==> src/rtl/p405s_mac_pkg.sv <==
`default_nettype none
// +----------------------------------------------------------------------------+
// | Module   : p405s_mac_pkg                                                   |
// | Purpose  : Shared types and constants for the MAC result stage:            |
// |            saturation limits, skid-buffer state encoding, buffered entry   |
// |            layout and the forwarding-extension helper.                     |
// | Revision : 1.0  initial release                                            |
// +----------------------------------------------------------------------------+
package p405s_mac_pkg;

    localparam logic [31:0] MAC_SAT_POS = 32'h7FFF_FFFF;
    localparam logic [31:0] MAC_SAT_NEG = 32'h8000_0000;
    localparam logic [31:0] MAC_SAT_U   = 32'hFFFF_FFFF;

    // Encoding equals the number of occupied entries.
    typedef enum logic [1:0] {
        EMPTY = 2'd0,
        ONE   = 2'd1,
        FULL  = 2'd2
    } buf_state_t;

    typedef struct packed {
        logic [31:0] res;
        logic        ov;
        logic        ca;
        logic        sgn;
    } mac_entry_t;

    // 33-bit view of a stored result for the accumulate operand mux.
    function automatic logic [32:0] mac_fwd_ext(input mac_entry_t e);
        return e.sgn ? {e.res[31], e.res} : {1'b0, e.res};
    endfunction

endpackage
`default_nettype wire

==> src/rtl/p405s_mac_result_stage_if.sv <==
`default_nettype none
// +----------------------------------------------------------------------------+
// | Module   : p405s_mac_result_stage_if                                       |
// | Purpose  : Bundle of adder-side input, writeback handshake, control and    |
// |            forwarding signals of the MAC result stage.                     |
// | Ports    : master = adder/writeback/control side, slave = result stage.    |
// | Revision : 1.0  initial release                                            |
// +----------------------------------------------------------------------------+
interface p405s_mac_result_stage_if;
    // adder side
    logic        in_valid;
    logic        in_ready;
    logic [32:0] sum;
    logic        co;
    logic        op_signed;
    logic        op_sat;
    logic        op_oe;
    // control
    logic        flush;
    logic        so_clr;
    logic        so;
    // writeback side
    logic        out_valid;
    logic        out_ready;
    logic [31:0] res;
    logic        res_ov;
    logic        res_ca;
    // forwarding to accumulate operand mux
    logic        fwd_valid;
    logic [32:0] fwd_data;

    modport master (
        output in_valid, sum, co, op_signed, op_sat, op_oe, flush, so_clr, out_ready,
        input  in_ready, out_valid, res, res_ov, res_ca, so, fwd_valid, fwd_data
    );

    modport slave (
        input  in_valid, sum, co, op_signed, op_sat, op_oe, flush, so_clr, out_ready,
        output in_ready, out_valid, res, res_ov, res_ca, so, fwd_valid, fwd_data
    );
endinterface
`default_nettype wire

==> src/rtl/p405s_mac_sat.sv <==
`default_nettype none
// +----------------------------------------------------------------------------+
// | Module   : p405s_mac_sat                                                   |
// | Purpose  : Combinational overflow detection and optional saturation of    |
// |            the 33-bit adder sum down to 32 bits.                           |
// | Ports    : sum[32:0], op_signed, op_sat, op_oe in; res[31:0], ov out.      |
// | Revision : 1.0  initial release                                            |
// +----------------------------------------------------------------------------+
module p405s_mac_sat
    import p405s_mac_pkg::*;
(
    input  logic [32:0] sum,
    input  logic        op_signed,
    input  logic        op_sat,
    input  logic        op_oe,
    output logic [31:0] res,
    output logic        ov
);

    logic w_ov_raw;

    // Signed: extension bit disagrees with bit 31. Unsigned: any carry into bit 32.
    assign w_ov_raw = op_signed ? (sum[32] ^ sum[31]) : sum[32];

    always_comb begin
        res = sum[31:0];
        if (op_sat && w_ov_raw) begin
            if (op_signed) begin
                res = sum[32] ? MAC_SAT_NEG : MAC_SAT_POS;
            end else begin
                res = MAC_SAT_U;
            end
        end
    end

    assign ov = w_ov_raw & op_oe;

endmodule
`default_nettype wire

==> src/rtl/p405s_mac_result_stage.sv <==
`default_nettype none
// +----------------------------------------------------------------------------+
// | Module   : p405s_mac_result_stage                                          |
// | Purpose  : MAC result stage: overflow/saturation of the adder sum, 2-entry |
// |            skid buffer toward writeback, sticky summary overflow, and      |
// |            forwarding of the youngest buffered result.                     |
// | Ports    : cb (clock), reset (sync, active high), bus (slave modport).     |
// | Revision : 1.0  initial release                                            |
// +----------------------------------------------------------------------------+
module p405s_mac_result_stage
    import p405s_mac_pkg::*;
#(
    parameter int DEPTH = 2     // only 2 is supported
) (
    input  logic                          cb,
    input  logic                          reset,
    p405s_mac_result_stage_if.slave       bus
);

    localparam logic [1:0] c_depth = 2'(DEPTH);

    logic [31:0] w_sat_res;
    logic        w_sat_ov;
    mac_entry_t  w_new;

    buf_state_t  r_state;
    buf_state_t  w_state_nxt;
    mac_entry_t  r_head;
    mac_entry_t  r_tail;
    mac_entry_t  w_head_nxt;
    mac_entry_t  w_tail_nxt;
    logic        r_in_ready;
    logic        r_out_valid;
    logic        r_so;
    logic        w_accept;
    logic        w_retire;
    logic [1:0]  w_cnt_nxt;

    p405s_mac_sat u_sat (
        .sum       (bus.sum),
        .op_signed (bus.op_signed),
        .op_sat    (bus.op_sat),
        .op_oe     (bus.op_oe),
        .res       (w_sat_res),
        .ov        (w_sat_ov)
    );

    assign w_new = '{res: w_sat_res, ov: w_sat_ov, ca: bus.co, sgn: bus.op_signed};

    // FLUSH suppresses both sides so a flushed head can never set SO.
    assign w_accept = bus.in_valid & r_in_ready & ~bus.flush;
    assign w_retire = r_out_valid & bus.out_ready & ~bus.flush;

    // State register: buffer state, entries and the flop-driven handshakes.
    always_ff @(posedge cb) begin
        if (reset) begin
            r_state     <= EMPTY;
            r_head      <= '0;
            r_tail      <= '0;
            r_in_ready  <= 1'b1;
            r_out_valid <= 1'b0;
        end else begin
            r_state     <= w_state_nxt;
            r_head      <= w_head_nxt;
            r_tail      <= w_tail_nxt;
            r_in_ready  <= (w_cnt_nxt < c_depth);
            r_out_valid <= (w_state_nxt != EMPTY);
        end
    end

    // Sticky summary overflow; a setting retire wins over a same-cycle clear.
    always_ff @(posedge cb) begin
        if (reset) begin
            r_so <= 1'b0;
        end else if (w_retire && r_head.ov) begin
            r_so <= 1'b1;
        end else if (bus.so_clr) begin
            r_so <= 1'b0;
        end
    end

    // Next-state and entry movement. Head is oldest, tail is youngest when FULL.
    always_comb begin
        w_state_nxt = r_state;
        w_head_nxt  = r_head;
        w_tail_nxt  = r_tail;
        case (r_state)
            EMPTY: begin
                if (w_accept) begin
                    w_state_nxt = ONE;
                    w_head_nxt  = w_new;
                end
            end
            ONE: begin
                if (w_accept && !w_retire) begin
                    w_state_nxt = FULL;
                    w_tail_nxt  = w_new;
                end else if (!w_accept && w_retire) begin
                    w_state_nxt = EMPTY;
                end else if (w_accept && w_retire) begin
                    w_head_nxt  = w_new;
                end
            end
            FULL: begin
                // in_ready is low here, so no accept can coincide with the retire.
                if (w_retire) begin
                    w_state_nxt = ONE;
                    w_head_nxt  = r_tail;
                end
            end
            default: begin
                w_state_nxt = EMPTY;
            end
        endcase
        if (bus.flush) begin
            w_state_nxt = EMPTY;
        end
    end

    // Occupancy after this edge; the state encoding is the entry count.
    assign w_cnt_nxt = w_state_nxt;

    // Outputs: writeback sees the head, forwarding sees the youngest entry.
    always_comb begin
        bus.fwd_data = '0;
        case (r_state)
            ONE:     bus.fwd_data = mac_fwd_ext(r_head);
            FULL:    bus.fwd_data = mac_fwd_ext(r_tail);
            default: bus.fwd_data = '0;
        endcase
    end

    assign bus.in_ready  = r_in_ready;
    assign bus.out_valid = r_out_valid;
    assign bus.fwd_valid = r_out_valid;
    assign bus.res       = r_head.res;
    assign bus.res_ov    = r_head.ov;
    assign bus.res_ca    = r_head.ca;
    assign bus.so        = r_so;

endmodule
`default_nettype wire

==> src/flat_wrapper.sv <==
// flat-port wrapper written by rule: the top's interface ports become plain ports
module p405s_mac_result_stage_flat import p405s_mac_pkg::*;
#(
    parameter int DEPTH = 2                           
)
  (cb, reset, bus_in_valid, bus_sum, bus_co, bus_op_signed, bus_op_sat, bus_op_oe, bus_flush, bus_so_clr, bus_out_ready, bus_in_ready, bus_out_valid, bus_res, bus_res_ov, bus_res_ca, bus_so, bus_fwd_valid, bus_fwd_data);
  p405s_mac_result_stage_if bus_i ();
  input  logic cb;
  input  logic reset;
  input wire logic [$bits(bus_i.in_valid)-1:0] bus_in_valid;
  input wire logic [$bits(bus_i.sum)-1:0] bus_sum;
  input wire logic [$bits(bus_i.co)-1:0] bus_co;
  input wire logic [$bits(bus_i.op_signed)-1:0] bus_op_signed;
  input wire logic [$bits(bus_i.op_sat)-1:0] bus_op_sat;
  input wire logic [$bits(bus_i.op_oe)-1:0] bus_op_oe;
  input wire logic [$bits(bus_i.flush)-1:0] bus_flush;
  input wire logic [$bits(bus_i.so_clr)-1:0] bus_so_clr;
  input wire logic [$bits(bus_i.out_ready)-1:0] bus_out_ready;
  output wire logic [$bits(bus_i.in_ready)-1:0] bus_in_ready;
  output wire logic [$bits(bus_i.out_valid)-1:0] bus_out_valid;
  output wire logic [$bits(bus_i.res)-1:0] bus_res;
  output wire logic [$bits(bus_i.res_ov)-1:0] bus_res_ov;
  output wire logic [$bits(bus_i.res_ca)-1:0] bus_res_ca;
  output wire logic [$bits(bus_i.so)-1:0] bus_so;
  output wire logic [$bits(bus_i.fwd_valid)-1:0] bus_fwd_valid;
  output wire logic [$bits(bus_i.fwd_data)-1:0] bus_fwd_data;
  assign bus_i.in_valid = bus_in_valid;
  assign bus_i.sum = bus_sum;
  assign bus_i.co = bus_co;
  assign bus_i.op_signed = bus_op_signed;
  assign bus_i.op_sat = bus_op_sat;
  assign bus_i.op_oe = bus_op_oe;
  assign bus_i.flush = bus_flush;
  assign bus_i.so_clr = bus_so_clr;
  assign bus_i.out_ready = bus_out_ready;
  assign bus_in_ready = bus_i.in_ready;
  assign bus_out_valid = bus_i.out_valid;
  assign bus_res = bus_i.res;
  assign bus_res_ov = bus_i.res_ov;
  assign bus_res_ca = bus_i.res_ca;
  assign bus_so = bus_i.so;
  assign bus_fwd_valid = bus_i.fwd_valid;
  assign bus_fwd_data = bus_i.fwd_data;
  p405s_mac_result_stage #(.DEPTH(DEPTH)) u_core (.cb(cb), .reset(reset), .bus(bus_i));
endmodule
==> config.mk <==
export PLATFORM = sky130hd
export DESIGN_NAME = p405s_mac_result_stage_flat
export DESIGN_NICKNAME = d
export VERILOG_FILES = /design/src/rtl/p405s_mac_pkg.sv /design/src/rtl/p405s_mac_result_stage_if.sv /design/src/rtl/p405s_mac_sat.sv /design/src/rtl/p405s_mac_result_stage.sv /design/src/flat_wrapper.sv
export SDC_FILE = /design/constraint.sdc
export NUM_CORES = 1
export LEC_CHECK = 0
export BUFFER_PORTS_ARGS = -buffer_cell sky130_fd_sc_hd__buf_4
export CAP_MARGIN = 10
export CORE_MARGIN = 2
export CORE_UTILIZATION = 40
export CTS_CLUSTER_DIAMETER = 120
export DETAILED_ROUTE_END_ITERATION = 10
export PLACE_DENSITY = 0.72
export SYNTH_ARGS = -nofsm -noshare
export SYNTH_HDL_FRONTEND = slang
export SYNTH_SLANG_ARGS = --single-unit
==> constraint.sdc <==
create_clock -name cb -period 2.3 [get_ports cb]
set_input_delay 0.46 -clock cb [delete_from_list [all_inputs] [get_ports cb]]
set_output_delay 0.46 -clock cb [all_outputs]
set_load 0.01 [all_outputs]
# --- After elaboration in Yosys (flattened, before gate mapping) ---
# Index checks and enable logic that the tools add are counted.
word_totals:
  reg_bits: 75
  input_bits: 43
  out_inout_bits: 71
  word_cells: 61
op_classes:
  n_lt_le_gt_ge: 1
  n_eq_ne: 7
  n_mux: 21
  bitwise: 7
  reduce_logical: 13
ops:
  columns: ["cell", "count"]
  rows:
  - ["$mux 35", 5]
  - ["$pmux 35 s3", 1]
  - ["$mux 32", 3]
  - ["$mux 33", 2]
  - ["$pmux 33 s2", 1]
  - ["$mux 2", 5]
  - ["$ne 2x1->1 const B", 3]
  - ["$pmux 2 s3", 1]
  - ["$reduce_and 6->1", 1]
  - ["$and 1x1->1", 5]
  - ["$logic_and 1x1->1", 5]
  - ["$ne 2x2->1 const B", 2]
  - ["$reduce_bool 2->1", 2]
  - ["$mux 1", 3]
  - ["$reduce_bool 3->1", 1]
  - ["$eq 2x1->1 const B", 1]
  - ["$eq 2x2->1 const B", 1]
  - ["$logic_not 1->1", 2]
  - ["$logic_not 2->1", 1]
  - ["$lt 2x2->1 const B", 1]
  - ["$reduce_and 2->1", 1]
  - ["$not 1->1", 1]
  - ["$xor 1x1->1", 1]

# --- Longest topological paths before layout ---
logic_depth:
  ltp_word: 9
  ltp_mapped: 8
  ltp_nobuf: 6

# --- By module ---
# A second synthesis with hierarchy kept.
hier_totals:
  hier_cells: 544
  hier_area_um2: 4780.8
by_module_without_submodules:
  columns: ["mod", "instances", "cells_per_inst", "area_each_um2"]
  rows:
  - ["p405s_mac_result_stage", 1, 460, 4058.9]
  - ["p405s_mac_sat", 1, 84, 721.9]

# --- Worst setup path after synthesis ---
# OpenSTA, ideal clock, no wires.
synth_timing:
  path_kind: "register to output"
  start: "reg u_core.r_state[0]"
  end: "out bus_fwd_data[0]"
  t_arrival_ns: 1.751
  t_required_ns: 1.840
  slack_ns: 0.089
  stages_incl_launch_ff: 8
  path_cell_list: "dfxtp_1 inv_1 ha_1 clkbuf_1 clkbuf_1 buf_1 a22oi_1 nor2b_1"
synth_between:
  elab_chain_len: 2
  elab_cells_between_ends: 3
  cone_classes: "2 x eq/ne; 1 x mux"
synth_lines:
  columns: ["item", "line", "rtl"]
  rows:
  - ["start, declared", "p405s_mac_result_stage.sv:26", "buf_state_t r_state;"]
  - ["start signal, assigned", "p405s_mac_result_stage.sv:63", "r_state <= w_state_nxt;"]
  - ["$eq 2x2->1 or $eq 2x1->1 (tied branches)", "p405s_mac_result_stage.sv:126", "case (r_state)"]
  - ["$pmux 33 s2 (*)", "p405s_mac_result_stage.sv:126", null]
  - ["end, declared", "flat_wrapper.sv:26", "output wire logic [$bits(bus_i.fwd_data)-1:0] bus_fwd_data;"]
# Mark *: on every way between the ends. The rest lies on a longest branch, timed or not.

# --- Worst setup path after layout ---
layout_timing:
  start: "reg u_core.r_state[1]"
  end: "out bus_fwd_data[32]"
# Same word-level chain as after synthesis.

==> run summary <==
Status -> finished, final reports clean
Routed met2 length -> 5780 µm
Final setup viols -> 0
ANT cells -> 0
Core footprint -> 9820 µm²
Die Ht -> 105 µm
Setup TNS -> 0 ns
Top Ports -> 114
Antenna violations before repair -> 0
Vias -> 3869
Clk slew on worst S/H paths -> 0.08 ns
DR iter-0 viols -> 195
Crit path kind -> reg2out
Largest net degree at the start of global routing -> 47
Drt drc -> 0
CP max FO -> 21
Number of synthesis warnings -> 0
Worst Setup End Kind -> output pin
Synth cell types -> 40
Vias in the first global route -> 3639
CTS tree -> built
TritonCTS buffer count -> 9
Worst Hold Class -> in2reg
Gr usage total -> 20.7%
Synth-to-layout area growth -> 28.0%
Metal3 WL -> 798 µm
Antenna Violating Nets Remaining -> 0
Worst EP arrival -> 1.75 ns
Core Rows -> 36
Hold buffer count at cts -> 0
Die width -> 105 µm
Seq/Total Area, Yosys -> 36.9%
Tcrit/Tclk final -> 96.1%
Post-Syn Area -> 4070 µm²
Worst setup SP type -> flop
Nets -> 595
Root Driver -> clkbuf_8
Lkg Pwr -> 2.08 nW
Syn Nets -> 526
# H-tree levels -> 3
Port bufs -> 113
Power density over cell area -> 587 nW/µm²
End-of-flow core utilization -> 53.0%
Required time of the critical path -> 1.84 ns
Cell Count, Final, Fillers Out -> 686
First-pass GRT wire length -> 18600 µm
R2R depth -> 6
Initial Util -> 41.5%
DP HPWL -> 7690 µm
DP Cell Count -> 669
Commonest non-fill, non-tap cell in the layout -> buf_4
Clock buffer depth -> 2
Via-to-Cell Ratio -> 5.64
Die area -> 11000 µm²
Min Hold Slack -> 0.366 ns
RSZ-0062 raised after global routing -> false
Clk Latency, worst-skew pair -> 0.34 ns
Total grt overflow -> 0
Worst-Margin Slew -> 0.617 ns
TritonCTS Sinks -> 75
Total Wirelength -> 11900 µm
Final Critical Period -> 2.21 ns
Final hold vios -> 0
Syn avg cell area -> 8.50 µm²
Setup WS post-layout -> 0.0905 ns
Routed WL per cell -> 17.4 µm
Hold Path Stages -> 3
Post-CTS Setup Bufs -> 0
Worst Skew -> 0.00525 ns
Commonest non-fill, non-tap cells in the layout -> 126 x buf_4, 73 x dfxtp_1, 44 x nand2_1
Pins Over Slew Limit -> 0
Max-slew headroom -> 58.8%
Fmax -> 0.453 GHz
Seq cells post-synth -> 75
Initial DRT Pass Iterations -> 4
Dpl ws -> 0.0829 ns
GPL Wtd Cong -> 0.849
Max_cap viols -> 0
Peak VDD IR -> 0.000258 V
Synth Instances -> 479
Wl on met1 -> 5090 µm
Top sig layer -> met4
Layout cell share with drive strength beyond 1 -> 29.8%
==> state kept, by name, summed over array words and instances (netlist names) <==
register	count
u_core.bus.res_ca	1
u_core.bus.so	1
u_core.r_head	1
u_core.r_tail	35
u_core.bus.in_ready	1
u_core.bus.res	32
u_core.bus.res_ov	1
u_core.bus.fwd_valid	1
u_core.r_state	2
==> final timing paths <==
kind	to	from	slack [ns]
worst max register to register	u_core.bus.res[11]	u_core.r_state[1]	0.20
worst min-delay path	u_core.r_tail[1]	bus_co	0.37
worst min register to register	u_core.r_tail[1]	u_core.r_tail[1]	0.47
worst max-delay path	bus_fwd_data[32]	u_core.r_state[1]	0.09
==> cells in the mapped netlist, drive strengths merged <==
master / n / area, µm²
o211ai: 1 / 7.51
nor4: 1 / 6.26
dfxtp: 75 / 1500
a21o: 31 / 233
xnor2: 1 / 8.76
buf: 54 / 344
o21ai: 4 / 20.0
nand3: 1 / 5.00
a311oi: 3 / 26.3
a211oi: 34 / 255
a211o: 1 / 8.76
a22oi: 32 / 240
ha: 4 / 50.1
a21oi: 12 / 63.8
nor3: 2 / 10.0
nor2b: 33 / 206
a31o: 1 / 8.76
inv: 3 / 11.3
mux2i: 2 / 20.0
and4b: 1 / 10.0
a41oi: 1 / 8.76
a21bo: 1 / 10.0
nor2: 38 / 143
a221o: 1 / 10.0
nand2b: 31 / 194
and2: 3 / 18.8
nand3b: 3 / 22.5
a31oi: 1 / 6.26
clkbuf: 21 / 78.8
nand2: 44 / 165
o21a: 1 / 7.51
a32o: 31 / 310
a311o: 1 / 10.0
a21boi: 3 / 22.5
or3b: 1 / 8.76
and3b: 2 / 17.5
==> critical path, cell delays in order (launching register included) <==
cell and delay (ns):
dfxtp_4 0.37, inv_2 0.10, ha_4 0.15, buf_12 0.16
buf_16 0.17, nand3_1 0.09, a21boi_1 0.18, buf_4 0.15
==> timing repair <==
action                                  in CTS  in global routing
endpoints found under the setup margin      33                 88
cloned                                       0                  1
pin swaps                                    0                  1
resized for setup                            6                 15
==> kinds of logic (layout without fill, tap and decap cells) <==
family,after synthesis,in the layout,synth area share [%]
AO/OA/AOI/OAI,159,160,30.7
AND/OR/NAND/NOR,160,160,19.8
XOR/XNOR,1,1,0.215
adder cells (fa/ha/maj),4,4,1.23
multiplexers,2,2,0.492
flip-flops,75,75,36.9
buffers and inverters,78,151,10.7
==> through the flow <==
step	area [µm²]	power [W]
6_report	5210	0.00306
3_3_place_gp	4900	0.00197
5_1_grt	5210	0.00320
3_5_place_dp	4900	0.00198
4_1_cts	5130	0.00306
2_1_floorplan	4070	0.00179
==> routing by layer <==
metal	GRT usage, %	vias up
met4	7.24	0
met3	3.43	18
met2	34.7	155
met1	26.8	1860
li1	-	1836
met5	0	-
==> power breakdown <==
part | internal (W) | total, W | leakage, nW | switching [W]
Clock | 0.000562 | 0.00108 | 0.0978 | 0.000515
Sequential | 0.00137 | 0.00143 | 0.612 | 0.0000589
Combinational | 0.000274 | 0.000555 | 1.37 | 0.000281
Total | 0.00220 | 0.00306 | 2.08 | 0.000855
==> cell type report <==
cell class	instances	area, µm²
timing repair buffer	132	1070
fill	942	4610
clock buffer	11	151
tap	133	166
sequential	75	1510
clock inverter	5	61.3
inverter	3	11.3
multi-input combinational	327	2240
No activity file was read; power rests on OpenSTA's default activity.
